[config.mk]
export PLATFORM = sky130hd
export DESIGN_NAME = vga_sync_gen
export DESIGN_NICKNAME = d
export VERILOG_FILES = /design/src/rtl/vga_sync_gen_pkg.sv /design/src/rtl/vga_sync_gen_delay_line.sv /design/src/rtl/vga_sync_gen.sv
export SDC_FILE = /design/constraint.sdc
export NUM_CORES = 1
export LEC_CHECK = 0
export BUFFER_PORTS_ARGS = -buffer_cell sky130_fd_sc_hd__buf_2
export CORE_AREA = 2 2 93 95
export CTS_CLUSTER_DIAMETER = 80
export DETAILED_ROUTE_END_ITERATION = 10
export DIE_AREA = 0 0 95 97
export HOLD_SLACK_MARGIN = 0.03
export SYNTH_ARGS = -nofsm -noshare
export SYNTH_HDL_FRONTEND = slang
export SYNTH_SLANG_ARGS = --single-unit
[constraint.sdc]
create_clock -name clk -period 4.1 [get_ports clk]
set_input_delay 0.41 -clock clk [delete_from_list [all_inputs] [get_ports clk]]
set_output_delay 0.41 -clock clk [all_outputs]
set_load 0.01 [all_outputs]
[src/rtl/vga_sync_gen_pkg.sv]
// vga_sync_gen_pkg: 640x480@60 timing defaults, sync bundle type and window decode helper.
package vga_sync_gen_pkg;
  localparam int DEF_H_ACTIVE = 640;
  localparam int DEF_H_FP     = 16;
  localparam int DEF_H_SYNC   = 96;
  localparam int DEF_H_BP     = 48;
  localparam int DEF_V_ACTIVE = 480;
  localparam int DEF_V_FP     = 10;
  localparam int DEF_V_SYNC   = 2;
  localparam int DEF_V_BP     = 33;
  localparam int COLOR_W      = 12;
  localparam int CNT_W        = 10;
  typedef struct packed {
    logic hs;
    logic vs;
    logic de;
  } sync_t;
  // 11-bit compare so a window ending exactly at 1024 still decodes
  function automatic logic in_win(input logic [CNT_W-1:0] x, input int lo, input int len);
    return {1'b0, x} >= 11'(lo) && {1'b0, x} < 11'(lo + len);
  endfunction
endpackage

[src/rtl/vga_sync_gen_delay_line.sv]
// vga_sync_gen_delay_line: DEPTH-stage shift register advancing only on ce_i.
module vga_sync_gen_delay_line #(
  parameter int WIDTH = 3,
  parameter int DEPTH = 2
) (
  input  logic             clk,
  input  logic             clrn,
  input  logic             ce_i,
  input  logic [WIDTH-1:0] d_i,
  output logic [WIDTH-1:0] q_o
);
  logic [WIDTH-1:0] sr_q [DEPTH];
  always_ff @(posedge clk or negedge clrn) begin
    if (!clrn) begin
      sr_q <= '{default: '0};
    end else if (ce_i) begin
      sr_q[0] <= d_i;
      for (int i = 1; i < DEPTH; i++) sr_q[i] <= sr_q[i-1];
    end
  end
  assign q_o = sr_q[DEPTH-1];
endmodule

[src/rtl/vga_sync_gen.sv]
// vga_sync_gen: VGA timing generator; pixel-tick divider, h/v counters, sync decode and
// latency-matched colour/sync output registers feeding the board pins.
module vga_sync_gen
  import vga_sync_gen_pkg::*;
#(
  parameter int   H_ACTIVE = DEF_H_ACTIVE,
  parameter int   H_FP     = DEF_H_FP,
  parameter int   H_SYNC   = DEF_H_SYNC,
  parameter int   H_BP     = DEF_H_BP,
  parameter int   V_ACTIVE = DEF_V_ACTIVE,
  parameter int   V_FP     = DEF_V_FP,
  parameter int   V_SYNC   = DEF_V_SYNC,
  parameter int   V_BP     = DEF_V_BP,
  parameter int   CLK_DIV  = 2,
  parameter int   PIX_LAT  = 2,
  parameter logic SYNC_POL = 1'b0
) (
  input  logic               clk,
  input  logic               clrn,
  output logic [CNT_W-1:0]   col,
  output logic [CNT_W-1:0]   row,
  output logic               req,
  input  logic [COLOR_W-1:0] rgb_in,
  output logic               frame_start,
  output logic               hs,
  output logic               vs,
  output logic [3:0]         r,
  output logic [3:0]         g,
  output logic [3:0]         b
);
  localparam int H_TOTAL = H_ACTIVE + H_FP + H_SYNC + H_BP;
  localparam int V_TOTAL = V_ACTIVE + V_FP + V_SYNC + V_BP;
  localparam int DIV_W   = CLK_DIV > 1 ? $clog2(CLK_DIV) : 1;
  logic [DIV_W-1:0]   div_q, div_d;
  logic [CNT_W-1:0]   h_q, h_d, v_q, v_d;
  logic [COLOR_W-1:0] rgb_q, rgb_d;
  logic               hs_q, hs_d, vs_q, vs_d, fs_q, fs_d, run_q;
  logic               pix_ce, h_wrap, v_wrap, active;
  sync_t              raw, tap;
  always_comb begin
    pix_ce = div_q == DIV_W'(CLK_DIV - 1);
    div_d  = pix_ce ? '0 : div_q + DIV_W'(1);
    h_wrap = h_q == CNT_W'(H_TOTAL - 1);
    v_wrap = v_q == CNT_W'(V_TOTAL - 1);
    h_d    = !pix_ce ? h_q : h_wrap ? '0 : h_q + CNT_W'(1);
    v_d    = !(pix_ce && h_wrap) ? v_q : v_wrap ? '0 : v_q + CNT_W'(1);
    active = h_q < CNT_W'(H_ACTIVE) && v_q < CNT_W'(V_ACTIVE);
    raw.hs = in_win(h_q, H_ACTIVE + H_FP, H_SYNC);
    raw.vs = in_win(v_q, V_ACTIVE + V_FP, V_SYNC);
    raw.de = active;
    hs_d   = pix_ce ? (tap.hs ? SYNC_POL : ~SYNC_POL) : hs_q;
    vs_d   = pix_ce ? (tap.vs ? SYNC_POL : ~SYNC_POL) : vs_q;
    rgb_d  = pix_ce ? (tap.de ? rgb_in : '0) : rgb_q;
    fs_d   = pix_ce && h_wrap && v_wrap;
  end
  // tap holds the sync/de of the tick whose colour the renderer is returning now
  vga_sync_gen_delay_line #(
    .WIDTH($bits(sync_t)),
    .DEPTH(PIX_LAT)
  ) u_delay (
    .clk (clk),
    .clrn(clrn),
    .ce_i(pix_ce),
    .d_i (raw),
    .q_o (tap)
  );
  always_ff @(posedge clk or negedge clrn) begin
    if (!clrn) begin
      div_q <= '0;
      h_q   <= '0;
      v_q   <= '0;
      hs_q  <= ~SYNC_POL;
      vs_q  <= ~SYNC_POL;
      rgb_q <= '0;
      fs_q  <= 1'b0;
      run_q <= 1'b0;
    end else begin
      div_q <= div_d;
      h_q   <= h_d;
      v_q   <= v_d;
      hs_q  <= hs_d;
      vs_q  <= vs_d;
      rgb_q <= rgb_d;
      fs_q  <= fs_d;
      run_q <= 1'b1;
    end
  end
  assign col         = h_q;
  assign row         = v_q;
  assign req         = active && run_q;
  assign frame_start = fs_q;
  assign hs          = hs_q;
  assign vs          = vs_q;
  assign {r, g, b}   = rgb_q;
endmodule

==> out/qor.csv, run 1 <==
metric,value,unit
average_instance_area_after_synthesis,10.3,um2
insertion_delay_of_the_later_clocked_pin_in_the_worst_skew_pair,0.30,ns
timing.final.max_slew_violations,0,
port-buffer-count,49,
clkTransAtPathRegs,0.09,ns
finalCriticalPeriod,1.96,ns
finalPower,808,uW
cts-htree-levels,2,
cellPowerDensity,328,mW/mm2
min-delay-path-class,in -> async,
worst_setup_path_start_kind,register,
gr-usage-all-layers,10.0,%
dp_worst_setup_slack,2.15,ns
unrepaired_setup_endpoints_after_global_routing,false,
ff2ff_path_depth,5,
postCtsSetupRepairBufs,0,
cp_data_required_time,4.30,ns
routed-via-count,1521,
first_global_vias,1431,
die_area,0.00922,mm2
slew-limit-headroom,35.4,%
layout-area-overhead-vs-synth,23.4,%
timing.max_cap.violations,0,
cts_tree,yes,
ctsLongestPathBuffers,2,
outcome,completed,
seq_area_frac_synth,54.1,%
drt_iter0_markers,30,
crit_end,row[8],
drt_first_pass_iters,4,
worst_ir_drop_on_vdd,0.000122,V
setup_total_negative_slack,0,ns
clockRootBuffer,sky130_fd_sc_hd__clkbuf_8,
first_pass_grt_wire_length,7260,um
final-hold-violation-count,0,
finalCoreUtilization,30.2,%
remaining_drcs,0,
synth_top_cell_area_share,51.5,%
critical_path.reg2reg.startpoint,col[0],
initial_utilization,24.5,%
num-fill-cells,855,
number_of_antenna_violations_at_the_first_check_in_global_routing,0,
synth_top_cells_by_count,"41 x sky130_fd_sc_hd__dfrtp_1, 24 x sky130_fd_sc_hd__o21ai_0, 19 x sky130_fd_sc_hd__nand3_1, 18 x sky130_fd_sc_hd__inv_1, 15 x sky130_fd_sc_hd__nand2_1",
wl,4370,um
achievable-frequency,0.511,GHz
viasPerCell,4.35,
rows,33,
cts-buffers-inserted,5,
core_area,0.00813,mm2
synthFlopType,sky130_fd_sc_hd__dfrtp_1,
cell_with_the_most_instances_after_synthesis,sky130_fd_sc_hd__dfrtp_1,
final.setup_skew,0.0138,ns
cp_max_fo,10,
pin_count_of_the_biggest_net_entering_global_routing,44,
final.setup.worst_slack,2.14,ns
p_leak,1.19,nW
synth.ff_latch_count,43,
synthesis.nets,211,
finish.net_count,262,
number_of_warnings_reported_in_the_yosys_synthesis_log,0,
synth_area_leaders,"sky130_fd_sc_hd__dfrtp_1 52%, sky130_fd_sc_hd__o21ai_0 6.0%, sky130_fd_sc_hd__nand3_1 4.8%",
count_of_mapped_cells_out_of_synthesis,193,
synth_largest_area_cell,sky130_fd_sc_hd__dfrtp_1,
floorplan.die.height,97,um
synth.lib_cells_used.distinct,47,
worst_r2r_endpoint,row[8],
crit_start,col[0],
diodes,0,
io_pins,50,
number_of_synthesized_flops_with_an_enable_pin,0,
path_class,reg -> reg,
cts_resized,0,
number_of_setup_violations_in_the_final_report,0,
routed_wire_length_per_instance,12.5,um
fin_crit_sh,47.7,%
ant_nets,0,
grt_remaining_overflow,0,
worstPathArrival,2.15,ns
sequential_cell_area,0.00108,mm2
place_congestion,0.757,
netlist_area,0.00199,mm2
ys_async_sr_fraction,100,%
dieWidth,95,um
dp_hpwl,3080,um
worst-r2r-setup-slack,2.14,ns
worst_setup_path_end_kind,register,
layout-drive-gt1-share,30.6,%
worst_pin_slew,0.969,ns
cts_hold_repair.buffers,0,
multi_input_area,808,um2
clkSinkCount,43,
## metrics by stage
step | instances | area [um2] | hold WS, ns
floorplan | 193 | 1990 | 0.114
global placement | 342 | 2340 | 0.410
detailed placement | 342 | 2340 | 0.418
CTS | 350 | 2460 | 0.293
global route | 350 | 2460 | 0.346
finish | 350 | 2460 | 0.263
## cell type report
type	count	area share (%)
clock buffer	5	2.80
inverter	19	2.90
sequential	43	43.9
multi-input combinational	125	32.9
clock inverter	3	1.93
timing repair buffer	50	10.3
tap	105	5.34
## kinds of logic after synthesis
group,synth area share [%]
adders and majority gates,2.51
other,0.188
muxes,2.26
and+or+nand+nor,20.8
xor gates and xnor gates,4.77
AOI/OAI and AO/OA,10.1
DFF,54.1
buffers and inverters,5.28
## cells in the final DEF (no fill, tap or decap), types with 2 or more instances in the layout
cell type                  count
sky130_fd_sc_hd__mux2_2        4
sky130_fd_sc_hd__clkbuf_8      5
sky130_fd_sc_hd__nand4_1       6
sky130_fd_sc_hd__inv_1        18
sky130_fd_sc_hd__a21oi_1       2
sky130_fd_sc_hd__nor3_1        4
sky130_fd_sc_hd__and3_1        2
sky130_fd_sc_hd__nand2_1      15
sky130_fd_sc_hd__ha_1          4
sky130_fd_sc_hd__nor2_1        7
sky130_fd_sc_hd__nand3_1      19
sky130_fd_sc_hd__a21o_1        2
sky130_fd_sc_hd__dfrtp_1      41
sky130_fd_sc_hd__xnor2_1       4
sky130_fd_sc_hd__or2_2         2
sky130_fd_sc_hd__o21ai_0      24
sky130_fd_sc_hd__dfstp_2       2
sky130_fd_sc_hd__xor2_1        5
sky130_fd_sc_hd__buf_2        49
## how the worst min path moves through the flow
stage	slack, ns	cells past startpoint	endpoint	from
5_1_grt	0.35	1	u_delay.q_o[2]	clrn
4_1_cts	0.29	1	u_delay.q_o[2]	clrn
3_3_place_gp	0.41	1	hs	u_delay.q_o[2]
3_5_place_dp	0.42	1	hs	u_delay.q_o[2]
6_report	0.26	1	rgb_q[4]	clrn
2_1_floorplan	0.11	0	col[0]	clrn
## metal layers
metal  track usage (%)  share of wire, %  up-vias
met1              13.5                49      696
met5                 0                 0        -
met2              15.5                45       42
met3              2.57               5.1        8
met4              3.68               1.6        0
li1                  -                 -      775
## registers in the layout, summed over array words and instances (netlist names)
register and flops:
col 10, hs 1, u_delay.sr_q 3, u_delay.q_o 3, div_q 1, vs 1
row 10, rgb_q 12, frame_start 1, run_q 1
## power by group
group,internal (mW),total (mW),switching [mW]
sequential,0.430,0.433,0.00263
combinational,0.0126,0.0316,0.0190
clock,0.185,0.343,0.158
## critical path: stages (launching register included)
cell	delay [ns]
sky130_fd_sc_hd__dfrtp_1	0.43
sky130_fd_sc_hd__ha_1	0.21
sky130_fd_sc_hd__and4bb_1	0.31
sky130_fd_sc_hd__nand4_4	0.20
sky130_fd_sc_hd__or4_4	0.58
sky130_fd_sc_hd__xnor2_2	0.14
(Power assumes the default switching activity.)
==> run 2: changes to the inputs <==
==> constraint.sdc (replaced) <==
create_clock -name clk -period 2 [get_ports clk]
set_input_delay 0.2 -clock clk [delete_from_list [all_inputs] [get_ports clk]]
set_output_delay 0.2 -clock clk [all_outputs]
set_load 0.01 [all_outputs]
==> run 2 against run 1 <==
  * Register-to-register slack worse by 1.9 ns
  * Die area unchanged
  * Utilization up 0.25 points
  * Cell count rose by 2.0%
  * Critical path type unchanged
  * Non-clock buffer count rose by 7
  * Clock power is 60% higher
  * Global-route usage grew 0.19 points
  * Critical path depth is 1 lower
  * Total power is 86% higher
  * Sequential share of layout area decreased by 0.35 points
  * Maximum frequency rose by 12%
  * Sequential power grew 100%
==> out/qor.csv, run 2 (synthesized netlist as in run 1, its figures left out) <==
metric,value,unit,change
outcome,completed,,unchanged
layout_commonest_cell,sky130_fd_sc_hd__buf_2,,unchanged
drt_first_pass_iters,4,,unchanged
insertion_delay_of_the_later_clocked_pin_in_the_worst_skew_pair,0.30,ns,about the same
largest_register_ffs,12,,unchanged
unrepaired_setup_endpoints_after_global_routing,false,,unchanged
ant_nets,0,,unchanged
instances_no_fill,357,,was 350
grt_remaining_overflow,0,,unchanged
initial_utilization,24.5,%,unchanged
clkTransAtPathRegs,0.08,ns,was 0.09 ns
dieWidth,95,um,unchanged
p_leak,1.21,nW,was 1.19 nW
layout_common_cells,"49 x sky130_fd_sc_hd__buf_2, 41 x sky130_fd_sc_hd__dfrtp_1, 24 x sky130_fd_sc_hd__o21ai_0, 19 x sky130_fd_sc_hd__nand3_1, 18 x sky130_fd_sc_hd__inv_1",,unchanged
cellPowerDensity,607,mW/mm2,was 328 mW/mm2
clkSinkCount,43,,unchanged
setup_total_negative_slack,0,ns,unchanged
critical_path.cell_chain,and4bb_1 -> nand4_4 -> or4_4 -> xnor2_2,,was ha_1 -> and4bb_1 -> nand4_4 -> or4_4 -> xnor2_2
critical-path-slowest-cell,sky130_fd_sc_hd__or4_4,,unchanged
pin_count_of_the_biggest_net_entering_global_routing,44,,unchanged
finish.instance_area,0.00248,mm2,was 0.00246 mm2
num-fill-cells,850,,was 855
worst_ir_drop_on_vdd,0.000221,V,was 0.000122 V
final-hold-violation-count,0,,unchanged
port-buffer-count,49,,unchanged
floorplan.die.height,97,um,unchanged
timing.max_cap.violations,0,,unchanged
core_area,0.00813,mm2,unchanged
finalCriticalPeriod,1.74,ns,was 1.96 ns
cts_tree,yes,,unchanged
routed_wire_length_per_instance,12.4,um,was 12.5 um
clockRootBuffer,sky130_fd_sc_hd__clkbuf_8,,unchanged
first_global_vias,1492,,was 1431
routed-via-count,1562,,was 1521
achievable-frequency,0.573,GHz,was 0.511 GHz
worstPathArrival,1.93,ns,was 2.15 ns
worst_pin_slew,0.540,ns,was 0.969 ns
die_area,0.00922,mm2,unchanged
wl,4440,um,was 4370 um
cts-buffers-inserted,5,,unchanged
crit_path_max_incr_delay,0.54,ns,was 0.58 ns
ctsLongestPathBuffers,2,,unchanged
finish.net_count,269,,was 262
cp_max_fo,7,,was 10
dp_hpwl,3160,um,was 3080 um
cell_count_after_placement,348,,was 342
placed_area,0.00239,mm2,was 0.00234 mm2
first_pass_grt_wire_length,7350,um,was 7260 um
number_of_antenna_violations_at_the_first_check_in_global_routing,0,,unchanged
cp_num_buf_inv,0,,unchanged
finalCoreUtilization,30.5,%,was 30.2%
worst_setup_path_start_kind,register,,unchanged
remaining_drcs,0,,unchanged
final.setup_skew,0.00847,ns,was 0.0138 ns
cts-htree-levels,2,,unchanged
number_of_setup_violations_in_the_final_report,0,,unchanged
slew-limit-headroom,64.0,%,was 35.4%
cts_resized,0,,unchanged
viasPerCell,4.38,,was 4.35
min-delay-path-class,in -> reg,,was in -> async
place_congestion,0.861,,was 0.757
cpLargestDelayFamily,simple AND/OR/NAND/NOR gates,,unchanged
fin_crit_sh,87.2,%,was 47.7%
max_flop_register,rgb_q,,unchanged
cts_hold_repair.buffers,1,,was 0
path_class,reg -> reg,,unchanged
drt_iter0_markers,54,,was 30
io_pins,50,,unchanged
worst_setup_path_end_kind,register,,unchanged
layout-area-overhead-vs-synth,24.4,%,was 23.4%
diodes,0,,unchanged
rows,33,,unchanged
postCtsSetupRepairBufs,0,,unchanged
gr-usage-all-layers,10.2,%,was 10.0%
timing.final.max_slew_violations,0,,unchanged
cp_data_required_time,2.19,ns,was 4.30 ns
layout-drive-gt1-share,31.3,%,was 30.6%
[run 2: changes by cell type in the layout (fill, tap and decap cells not counted), sizes merged]
cell,change
clkbuf,+2
inv,-1
buf,+6
bufinv,-1
dlygate4sd3,+1
[run 2: area by class of cell]
type / instances / area (um2) / area share (%)
Tap cell: 105 / 131 / 5.30
Sequential cell: 43 / 1080 / 43.5
Multi-Input combinational cell: 125 / 808 / 32.6
Timing Repair Buffer: 57 / 308 / 12.4
Clock buffer: 7 / 76.3 / 3.08
Clock inverter: 1 / 5.00 / 0.202
Inverter: 19 / 71.3 / 2.88
[run 2: worst paths after layout]
| path | start | end | slack [ns] | cells after the start |
|---|---|---|---|---|
| max in group asynchronous | clrn | col[7] | 1.12 | 3 |
| min in group asynchronous | clrn | rgb_q[3] | 0.50 | 3 |
| min | rgb_in[8] | rgb_q[8] | 0.13 | 3 |
| max reg2reg | col[5] | row[8] | 0.26 | 4 |
| max | col[5] | row[8] | 0.26 | 4 |
| min reg2reg | u_delay.q_o[2] | hs | 0.42 | 1 |
[run 2: where the power goes]
group / switching [mW] / total [mW] / internal (mW)
clock: 0.304 / 0.550 / 0.246
sequential: 0.00535 / 0.887 / 0.882
combinational: 0.0391 / 0.0674 / 0.0283
[run 2: metrics by stage]
stage | hold slack, ns | power [mW] | setup WS [ns]
2_1_floorplan | -0.0956 | 0.927 | 0.118
6_report | 0.131 | 1.50 | 0.256
3_3_place_gp | 0.310 | 0.972 | 0.274
3_5_place_dp | 0.313 | 0.974 | 0.259
5_1_grt | 0.139 | 1.57 | 0.151
4_1_cts | 0.126 | 1.53 | 0.258
[run 2: worst min-delay path, delay by kind of cell]
family                 cells  cell delay (ns)
buffers and inverters      1             0.07
and+or+nand+nor            1             0.05
AOI/OAI and AO/OA          1             0.07
[run 2: layer usage]
metal  routed length (um)  global-route usage, %  up-vias
met5                    0                      0        -
met4                   97                   4.57        0
met3                  222                   2.41       10
met2                 2000                   16.2       38
met1                 2120                   13.2      734
li1                     -                      -      780
